$ cat src/rtl/mult_sequencer_pkg.sv
// Shared constants for the execute-stage multiply sequencer: ALU control
// codes for the two multiply flavours and the 2-bit FSM state encoding.
package mult_sequencer_pkg;

   localparam logic [5:0] OP_MULT  = 6'h0e;
   localparam logic [5:0] OP_MULTU = 6'h16;

   localparam logic [1:0] ST_IDLE   = 2'd0;
   localparam logic [1:0] ST_LAUNCH = 2'd1;
   localparam logic [1:0] ST_WAIT   = 2'd2;
   localparam logic [1:0] ST_DONE   = 2'd3;

   function automatic logic is_mult_op(input logic [5:0] ctr);
      return (ctr == OP_MULT) || (ctr == OP_MULTU);
   endfunction

endpackage

$ cat src/rtl/mult_timeout_cnt.sv
// Watchdog counter for a pending multiply: cleared at launch, counts while
// waiting, and flags the last permitted wait cycle.
module mult_timeout_cnt #(
   parameter int TIMEOUT = 40,
   parameter int CNT_W   = 6
) (
   input  logic clk,
   input  logic reset,
   input  logic clear,
   input  logic enable,
   output logic terminal
);

   localparam logic [CNT_W-1:0] LAST = CNT_W'(TIMEOUT - 1);

   logic [CNT_W-1:0] count;

   // Saturates at the terminal value so a held enable never wraps around.
   always_ff @(posedge clk or posedge reset) begin
      if (reset) begin
         count <= '0;
      end else if (clear) begin
         count <= '0;
      end else if (enable && !terminal) begin
         count <= count + CNT_W'(1);
      end
   end

   assign terminal = (count == LAST);

endmodule

$ cat src/rtl/mult_sequencer.sv
// Launches the multi-cycle multipliers for mult/multu in EX, stalls the
// pipeline until completion (or timeout) and presents the product for one cycle.
module mult_sequencer
   import mult_sequencer_pkg::*;
#(
   parameter int TIMEOUT = 40,
   parameter int CNT_W   = 6
) (
   input  logic        clk,
   input  logic        reset,
   input  logic        ex_valid,
   input  logic [5:0]  ALU_ctr,
   input  logic [31:0] busA,
   input  logic [31:0] busB,
   input  logic        mult_done,
   input  logic [31:0] mult_res,
   input  logic [31:0] multu_res,
   output logic        doMult,
   output logic [31:0] mult_a,
   output logic [31:0] mult_b,
   output logic        stall,
   output logic        res_valid,
   output logic [31:0] result,
   output logic        timeout_err
);

   logic [1:0] state;
   logic [1:0] state_next;
   logic       signed_op;
   logic       is_mult;
   logic       cnt_terminal;

   assign is_mult = ex_valid && is_mult_op(ALU_ctr);

   mult_timeout_cnt #(
      .TIMEOUT (TIMEOUT),
      .CNT_W   (CNT_W)
   ) u_timeout_cnt (
      .clk      (clk),
      .reset    (reset),
      .clear    (state == ST_LAUNCH),
      .enable   (state == ST_WAIT),
      .terminal (cnt_terminal)
   );

   // EX inputs only matter in IDLE; DONE always returns to IDLE so the
   // retiring multiply can never relaunch itself.
   always_comb begin
      state_next = state;
      case (state)
         ST_IDLE:   if (is_mult) state_next = ST_LAUNCH;
         ST_LAUNCH: state_next = ST_WAIT;
         ST_WAIT:   if (mult_done || cnt_terminal) state_next = ST_DONE;
         default:   state_next = ST_IDLE;
      endcase
   end

   always_ff @(posedge clk or posedge reset) begin
      if (reset) begin
         state <= ST_IDLE;
      end else begin
         state <= state_next;
      end
   end

   // Completion takes priority over timeout when both land in one cycle.
   always_ff @(posedge clk or posedge reset) begin
      if (reset) begin
         mult_a      <= '0;
         mult_b      <= '0;
         signed_op   <= 1'b0;
         result      <= '0;
         timeout_err <= 1'b0;
      end else begin
         case (state)
            ST_IDLE: begin
               if (is_mult) begin
                  mult_a    <= busA;
                  mult_b    <= busB;
                  signed_op <= (ALU_ctr == OP_MULT);
               end
            end
            ST_WAIT: begin
               if (mult_done) begin
                  result <= signed_op ? mult_res : multu_res;
               end else if (cnt_terminal) begin
                  result      <= '0;
                  timeout_err <= 1'b1;
               end
            end
            default: ;
         endcase
      end
   end

   assign doMult    = (state == ST_LAUNCH);
   assign res_valid = (state == ST_DONE);
   assign stall     = (state == ST_LAUNCH) || (state == ST_WAIT) ||
                      ((state == ST_IDLE) && is_mult);

endmodule

$ cat config.mk
export PLATFORM = sky130hd
export DESIGN_NAME = mult_sequencer
export DESIGN_NICKNAME = d
export VERILOG_FILES = /design/src/rtl/mult_sequencer_pkg.sv /design/src/rtl/mult_timeout_cnt.sv /design/src/rtl/mult_sequencer.sv
export SDC_FILE = /design/constraint.sdc
export NUM_CORES = 1
export LEC_CHECK = 0
export CAP_MARGIN = 10
export CORE_ASPECT_RATIO = 0.8
export CORE_MARGIN = 3
export CORE_UTILIZATION = 36
export CTS_CLUSTER_SIZE = 24
export DETAILED_ROUTE_END_ITERATION = 8
export PLACE_DENSITY = 0.86
export SYNTH_ARGS = -nofsm -noshare
export SYNTH_HDL_FRONTEND = slang
export SYNTH_SLANG_ARGS = --single-unit
$ cat constraint.sdc
create_clock -name clk -period 3.55 [get_ports clk]
set_clock_uncertainty 0.15 [all_clocks]
set_input_delay 0.71 -clock clk [delete_from_list [all_inputs] [get_ports clk]]
set_output_delay 0.71 -clock clk [all_outputs]
set_load 0.02 [all_outputs]
# After elaboration in Yosys (flattened, before gate mapping)
# Index checks and enable logic that the tools add are counted.
# totals
register_bits	106
latchBits	0
ramBits	0
mem_bits_ro	0
in_bits	138
output_inout_bits	100
elab_cells	40
mem_count	0
# op_classes
add_sub_neg	1
n_mul	0
div	0
order_cmp	0
n_eq_ne	8
n_shift	0
mux	8
bitwise_logic	1
reduce_logical	15
# ops
cell	count
$mux W32	3
$mux W6	2
$add A6 B1 Y6 const B	1
$eq A6 B4 Y1 const B	1
$eq A6 B5 Y1 const B	1
$eq A6 B6 Y1 const B	1
$pmux W2 S3	1
$reduce_and A2 Y1	3
$eq A2 B2 Y1 const B	2
$logic_or A1 B1 Y1	4
$mux W2	2
$ne A2 B2 Y1 const B	2
$reduce_bool A2 Y1	2
$logic_and A1 B1 Y1	3
$reduce_and A3 Y1	1
$eq A2 B1 Y1 const B	1
$logic_not A2 Y1	1
$logic_not A1 Y1	1
$not A1 Y1	1

# Logic depth before layout (Yosys ltp)
# Gate-level depths: netlist of the first run.
# logic_depth
word_depth	5
ltp_mapped	7
ltp_nobuf	6

# Cells and area by module
# Synthesis of the first run repeated with hierarchy kept, for this count alone.
# hier_totals
cells_unflattened	354
hier_area_um2	4667.0
# by_module_without_submodules
module	instances	cells_each	area_per_inst_um2	seq_area_each_um2
mult_sequencer	1	313	4305.4	2502.4
mult_timeout_cnt	1	41	361.6	150.1

# Least setup slack after synthesis of the first run
# Ideal clock, no wire load.
# synth_timing
kind	input port to output port
from	input port ALU_ctr[5]
to	output port stall
arrival_time_ns	1.659
t_required_ns	2.690
slack_ns	1.031
path_stages	5
n_path_buf	2
path_cell_list	and4bb_2 -> nand4_1 -> buf_4 -> buf_6 -> nand2b_1
# synth_via
elab_chain_len	5
# synth_rtl
element	line_no	text
start, declared	mult_sequencer.sv:12	input logic [5:0] ALU_ctr,
$eq A6 B4 Y1 or $eq A6 B5 Y1 (tied branches)	mult_sequencer_pkg.sv:14	return (ctr == OP_MULT) || (ctr == OP_MULTU);
$logic_or A1 B1 Y1 (*)	mult_sequencer_pkg.sv:14	
$logic_and A1 B1 Y1 (*)	mult_sequencer.sv:33	assign is_mult = ex_valid && is_mult_op(ALU_ctr);
$logic_and A1 B1 Y1 (*)	mult_sequencer.sv:99	((state == ST_IDLE) && is_mult);
$logic_or A1 B1 Y1 (*)	mult_sequencer.sv:98	assign stall = (state == ST_LAUNCH) || (state == ST_WAIT) ||
end, declared	mult_sequencer.sv:21	output logic stall,
# Mark *: on every way between the ends. The rest lies on a longest branch, timed or not.

# Final worst setup path of the first run
# layout_timing
from	input port ALU_ctr[4]
to	output port stall
# The elaborated chain is that of the path after synthesis.

==> results of run 1 <==
-- sequential cells by signal (all words and copies together) (netlist names) --
register and count:
state 2, mult_b 32, signed_op 1, timeout_err 1
mult_a 32, result 32, u_timeout_cnt.count 6
-- critical path: cells and delay by family --
family        cells  cell delay [ns]
xor+xnor          1             0.22
buf+inv           2             1.13
simple gates      2             0.25
-- cell type report --
cell class,count,area share (%)
repair buffers,243,32.7
inverters,6,0.351
clock buffers,9,3.01
well taps,171,2.86
flip-flops and latches,106,35.4
multi-input cells,201,24.9
clock inverters,7,0.752
-- cells in the mapped netlist, drive strengths merged --
cell and count:
nor2 5, nand2 3, nand2b 1, and4bb 2, clkbuf 15, inv 5
clkinv 1, and3 1, nand3b 1, nand3 2, buf 10, nand4 2
a41o 1, a21oi 3, o31ai 33, a32oi 1, or3 1, ha 6
mux2 65, dfrtp 106, xor2 3, o21ai 33, a211oi 1, o21bai 1
xnor2 2, mux2i 34
-- metal layers --
metal  vias up  part of all wire (%)  wire (µm)  GRT usage (%)
li1       1687                     -          -              -
met1      1739                    39       5010           20.6
met2       113                    53       6770           30.8
met3        21                   5.8        742           4.95
met4         0                   2.0        260           5.51
met5         -                     0          0              0
-- per-stage QoR --
step / worst slack [ns] / utilization, % / area, µm² / power (mW) / instances
floorplan: 1.03 / - / 4670 / 2.93 / 338
global placement: 0.455 / 57.8 / 7190 / 3.98 / 726
detailed placement: 0.412 / 57.8 / 7190 / 4.06 / 726
CTS: 0.398 / 60.1 / 7470 / 5.04 / 742
global route: 0.327 / 60.2 / 7490 / 5.25 / 743
finish: 0.385 / 60.2 / 7490 / 4.98 / 743
-- cells by family (layout without fill, tap and decap cells) --
family                   after synthesis  in the layout  share of synthesized area [%]
flip-flops                           106            106                           56.9
multiplexers                          99             99                           25.2
AO/OA/AOI/OAI                         73             73                           9.90
buffers and inverters                 31            265                           3.30
AND/OR/NAND/NOR                       18             18                           2.23
adder cells (fa/ha/maj)                6              6                           1.61
XOR/XNOR                               5              5                          0.939
-- cells in the final DEF, fill, tap and decap left out, types with 2 or more instances in the layout --
cell and count:
xnor2_1 2, nand3_1 2, mux2_4 27, and4bb_2 2, xor2_1 3, ha_1 6, mux2i_1 34, o21ai_0 33
clkbuf_16 9, inv_6 4, inv_1 4, dfrtp_1 105, nand4_1 2, nor2_1 5, mux2_2 37, clkdlybuf4s50_1 237
nand2_1 3, o31ai_1 33, buf_12 2, clkinv_2 2, a21oi_1 2, buf_4 3
-- how the worst max path moves through the flow --
stage	startpoint	end	slack, ns	cells after the start
after CTS	ALU_ctr[4]	stall	0.40	5
final	ALU_ctr[4]	stall	0.39	5
after floorplan	ALU_ctr[5]	stall	1.03	5
after global placement	ALU_ctr[1]	stall	0.46	5
after detailed placement	ALU_ctr[4]	stall	0.41	5
after global routing	ALU_ctr[4]	stall	0.33	5
-- power breakdown --
part / leakage [nW] / internal [mW] / total (mW) / switching (mW)
combinational: 1.70 / 1.14 / 2.22 / 1.08
clock: 0.143 / 0.489 / 0.954 / 0.465
sequential: 1.40 / 1.59 / 1.81 / 0.216
total: 3.24 / 3.22 / 4.98 / 1.76
==> metrics.cfg, run 1 <==
[run_status]
outcome = complete, no violations

[synth]
synthTopCellsByArea = dfrtp_1, mux2_2, mux2_4
yosys_warnings = 0
yosysTopAreaCell = dfrtp_1
synth_top_area_share_pct = 56.9
mappedNetlistArea_um2 = 4660
synth_nets = 482
ys_types = 31
ys_ff_latch = 106
postSynthCellCount = 338
synth.avg_cell_area_um2 = 13.8
synth-seq-area-share_pct = 56.9

[worst_hold_path]
hp-class = reg -> reg
whs_path_depth = 1
hold_start = timeout_err$_DFFE_PP0P_
hold_end = timeout_err$_DFFE_PP0P_

[sta]
hold_ws_ns = 0.345
timing_max_transition_violations_final = 0
slew_headroom_pct = 36.2
maxClockFrequency_ghz = 0.316
hold_viol_final = 0
rsz0062_at_grt = false
setup_tns_ns = 0
fin_crit_sh_pct = 89.2
setup_violations = 0
period_needed_ns = 3.16
worstMarginPinSlew_ns = 0.957

[worst_setup_path]
rrSetupSlack_ns = 1.20
path_cells = clkdlybuf4s50_1 > xor2_1 > nand4_1 > nand2b_1 > clkdlybuf4s50_1
worst_r2r_path_depth = 5
reg2reg_to = mult_a[20]$_DFFE_PP0P_
end_kind = output port
cp_slowest_cell = clkdlybuf4s50_1
path_common_cell = clkdlybuf4s50_1
critPathMaxFanout = 2
cp-start-kind = input port
slowest_delay_ns = 0.61
r2r-start = state[0]$_DFFE_PP0P_
critPathArrivalTime_ns = 2.30
crit_required_ns = 2.69
worstSetupPathType = in -> out

[route]
firstDrtPassIters = 4
drtIter0Drc = 136
wirelength_um = 12800
vias_per_cell = 4.79
wl_per_cell_um = 17.2
antenna_left = 0
vias = 3560
route.detailed.drc = 0

[clock_network]
clkLatencyLatePin_ns = 0.34
clk_path_buf_depth = 2
clock-sinks = 106
root_buffer = clkbuf_16
cts_inserted_buffers = 9
cts-resized-gates = 0
cts-hold-fix-buffers = 0
post-cts-setup-buffers = 0
clk_pin_slew_ns = 0.07
cts_max_level = 3
cts_tree = yes

[place]
place.port_buffers = 237
place.gp.congestion = 0.777
dp_hpwl_um = 9670

[layout]
regArea_um2 = 2650
diodes = 0
syn_to_final_growth_pct = 60.5
nFillCells = 1001
fin_nets = 711
multi_input_area_um2 = 1860
drive_gt1_share_pct = 15.9

[die]
initial_core_util_pct = 37.5
dieHeight_um = 108
rows = 36
die-area_um2 = 14400
coreArea_um2 = 12400
ios = 238
die_x_um = 133

[global_routing]
antenna_found_initial = 0
grt_overflow_total = 0
grt_pass1_vias = 3786
grt_max_degree = 69
grt_usage_pct = 17.4
grt_pass1_wl_um = 20000

[job]
cap_viol_max_count = 0

[power_and_ir_drop]
power_leakage_nw = 3.24
peakVddDrop_uv = 304
powerDensity_nw_per_um2 = 665

Power figures use the tool's default switching activity.
==> run 2: changes to the inputs <==
--- a/config.mk
+++ b/config.mk
@@ -5,13 +5,14 @@
 export SDC_FILE = /design/constraint.sdc
 export NUM_CORES = 1
 export LEC_CHECK = 0
+export ABC_AREA = 1
 export CAP_MARGIN = 10
 export CORE_ASPECT_RATIO = 0.8
 export CORE_MARGIN = 3
-export CORE_UTILIZATION = 36
+export CORE_UTILIZATION = 37
 export CTS_CLUSTER_SIZE = 24
 export DETAILED_ROUTE_END_ITERATION = 8
-export PLACE_DENSITY = 0.86
+export PLACE_DENSITY = 0.87
 export SYNTH_ARGS = -nofsm -noshare
 export SYNTH_HDL_FRONTEND = slang
 export SYNTH_SLANG_ARGS = --single-unit
==> run 2 against run 1 <==
Sequential power about the same. Non-clock buffer count increased by 1. Register-to-register slack got worse by 0.17 ns. Global-route usage increased by 0.44 points. Sequential cell count unchanged. Count of clock-buffer cells in the layout increased by 1. Critical path depth increased by 3. Total power increased by 1.2%. Core utilization increased by 0.48 points. Largest power group unchanged. First-iteration DRC count increased by 63%.
==> metrics.cfg, run 2 <==
[power_and_ir_drop]
intPower_mw = 3.12
p_seq_share_pct = 36.6
powerDensity_nw_per_um2 = 667
swShare_pct = 38.1
power_leakage_nw = 3.55
combinationalPowerShare_pct = 45.2
finalPower_mw = 5.04
clockPowerShare_pct = 18.2
p_sw_mw = 1.92
peakVddDrop_uv = 311

[layout]
final_common_cell = nand2_1
fin_area_um2 = 7550
final_cells = 974
top_regs = mult_a x32, mult_b x32, result x32
nFillCells = 1066
diodes = 0
drive_gt1_share_pct = 8.09
fin_util_pct = 60.7
final_cell_mix = nand2_1, clkdlybuf4s50_1, dfrtp_1, nor2_1, o21ai_0
fin_nets = 942
syn_to_final_growth_pct = 56.8

[route]
drtIter0Drc = 221
vias_per_cell = 4.51
wl_per_cell_um = 13.6
vias = 4392
firstDrtPassIters = 4
route.detailed.drc = 0
wirelength_um = 13300
antenna_left = 0

[synth]
yosysTopAreaCell = dfrtp_1
synth_flop_cell = dfrtp_1
synth.avg_cell_area_um2 = 8.42
synthArstFlopShare_pct = 100
synth_edf_count = 0
mappedNetlistArea_um2 = 4810
synth_top_area_share_pct = 55.1
ys_ff_latch = 106
yosys_warnings = 0
postSynthCellCount = 572
yosysMostFrequentCell = nand2_1
synth_nets = 716
ys_types = 22
synthTopCellsByCount = nand2_1, dfrtp_1, nor2_1
synthTopCellsByArea = dfrtp_1, nand2_1, o21ai_2
synth-seq-area-share_pct = 55.1

[clock_network]
post-cts-setup-buffers = 0
clkLatencyLatePin_ns = 0.33
cts-resized-gates = 0
clk_pin_slew_ns = 0.06
clk_path_buf_depth = 2
cts_tree = yes
root_buffer = clkbuf_16
cts_max_level = 3
cts-hold-fix-buffers = 0
clock-sinks = 106
cts_inserted_buffers = 9

[sta]
hold_viol_final = 0
timing_max_transition_violations_final = 0
setup_tns_ns = 0
period_needed_ns = 3.26
worstMarginPinSlew_ns = 1.00
setup_violations = 0
maxClockFrequency_ghz = 0.307
slew_headroom_pct = 33.2
fin_crit_sh_pct = 91.8
rsz0062_at_grt = false

[place]
dpl-instance-area_um2 = 7270
post-place-cells = 958
dp_hpwl_um = 10000
place.gp.congestion = 0.798
place.port_buffers = 237

[run_status]
outcome = complete, no violations

[worst_setup_path]
end_kind = output port
path_cells = clkdlybuf4s50_1 > inv_1 > nand3_1 > nand2_1 > nand2_2 > nor2_4 > or2_2 > clkdlybuf4s50_1
worst-path-buf-inv = 3
slowest_delay_ns = 0.57
worst_r2r_path_depth = 5
critPathArrivalTime_ns = 2.40
critPathMaxFanout = 2
cp_slowest_cell = clkdlybuf4s50_1
worstSetupPathType = in -> out
path_depth = 8
crit_required_ns = 2.69
crit_family = buffers and inverters
path_common_cell = clkdlybuf4s50_1
cp-start-kind = input port

[global_routing]
antenna_found_initial = 0
gr-usage-met1_pct = 21.9
grt_usage_pct = 17.8
grt_pass1_wl_um = 20900
top_usage_layer = met2
use_met3_pct = 4.84
grt_max_degree = 67
met2_usage_pct = 31.7
grt_overflow_total = 0
grt_pass1_vias = 4194

[job]
cap_viol_max_count = 0

[die]
die_x_um = 134
dieHeight_um = 108
rows = 36
initial_core_util_pct = 38.7
coreArea_um2 = 12400
die-area_um2 = 14400
ios = 238

[worst_hold_path]
hp-class = reg -> reg
whs_path_depth = 1

[run 2: cell types whose count changed after synthesis, moves of 32 or more]
cell     previous run  this run
mux2_2             37         0
mux2i_1            34         0
nand2_1             3       253
nor2_1              5        74
o21ai_2             0        32
o31ai_1            33         0
[run 2: worst paths after layout]
| kind | startpoint | end | slack, ns |
|---|---|---|---|
| worst max-delay path | ALU_ctr[4] | stall | 0.29 |
| worst min-delay path | timeout_err$_DFFE_PP0P_ | timeout_err$_DFFE_PP0P_ | 0.33 |
| worst max register to register | signed_op$_DFFE_PP0P_ | result[7]$_DFFE_PP0P_ | 1.03 |
| worst min register to register | timeout_err$_DFFE_PP0P_ | timeout_err$_DFFE_PP0P_ | 0.33 |
| max in group asynchronous | reset | mult_a[14]$_DFFE_PP0P_ | 2.02 |
| min in group asynchronous | reset | mult_b[15]$_DFFE_PP0P_ | 0.60 |
[run 2: kinds of logic (layout without fill, tap and decap cells)]
group,after synthesis,count (layout),share of synthesized area (%)
AO/OA/AOI/OAI,69,69,9.72
XOR/XNOR,1,1,0.182
buffers and inverters,44,275,5.33
adder cells (fa/ha/maj),6,6,1.56
flip-flops,106,106,55.1
AND/OR/NAND/NOR,346,346,28.1
[run 2: stage by stage]
stage | worst slack, ns | hold WS [ns]
floorplan | 1.21 | 0.306
global placement | 0.289 | 0.311
detailed placement | 0.281 | 0.313
CTS | 0.281 | 0.332
global route | 0.221 | 0.342
finish | 0.293 | 0.326
[run 2: layer usage]
layer | share of wire, % | up-vias
met5 | 0 | -
met4 | 1.4 | 0
met3 | 6.0 | 15
met2 | 50 | 146
met1 | 42 | 2010
li1 | - | 2221
[run 2: power groups by stage]
| stage | Sequential [mW] | Combinational (mW) | Clock (mW) |
|---|---|---|---|
| after floorplan | 2.23 | 0.842 | 0 |
| after global placement | 1.85 | 2.26 | 0 |
| after detailed placement | 1.86 | 2.30 | 0 |
| after CTS | 1.85 | 2.31 | 0.955 |
| after global routing | 1.90 | 2.46 | 1.00 |
| final | 1.84 | 2.28 | 0.918 |
[run 2: final cells by class]
class                           instances  area [µm²]  share of cell area (%)
Sequential cell                       106        2650                    35.1
Timing Repair Buffer                  244        2440                    32.3
Multi-Input combinational cell        422        1910                    25.2
Clock buffer                           10         229                    3.03
Tap cell                              171         214                    2.83
Inverter                               15        60.1                   0.796
Clock inverter                          6        48.8                   0.647
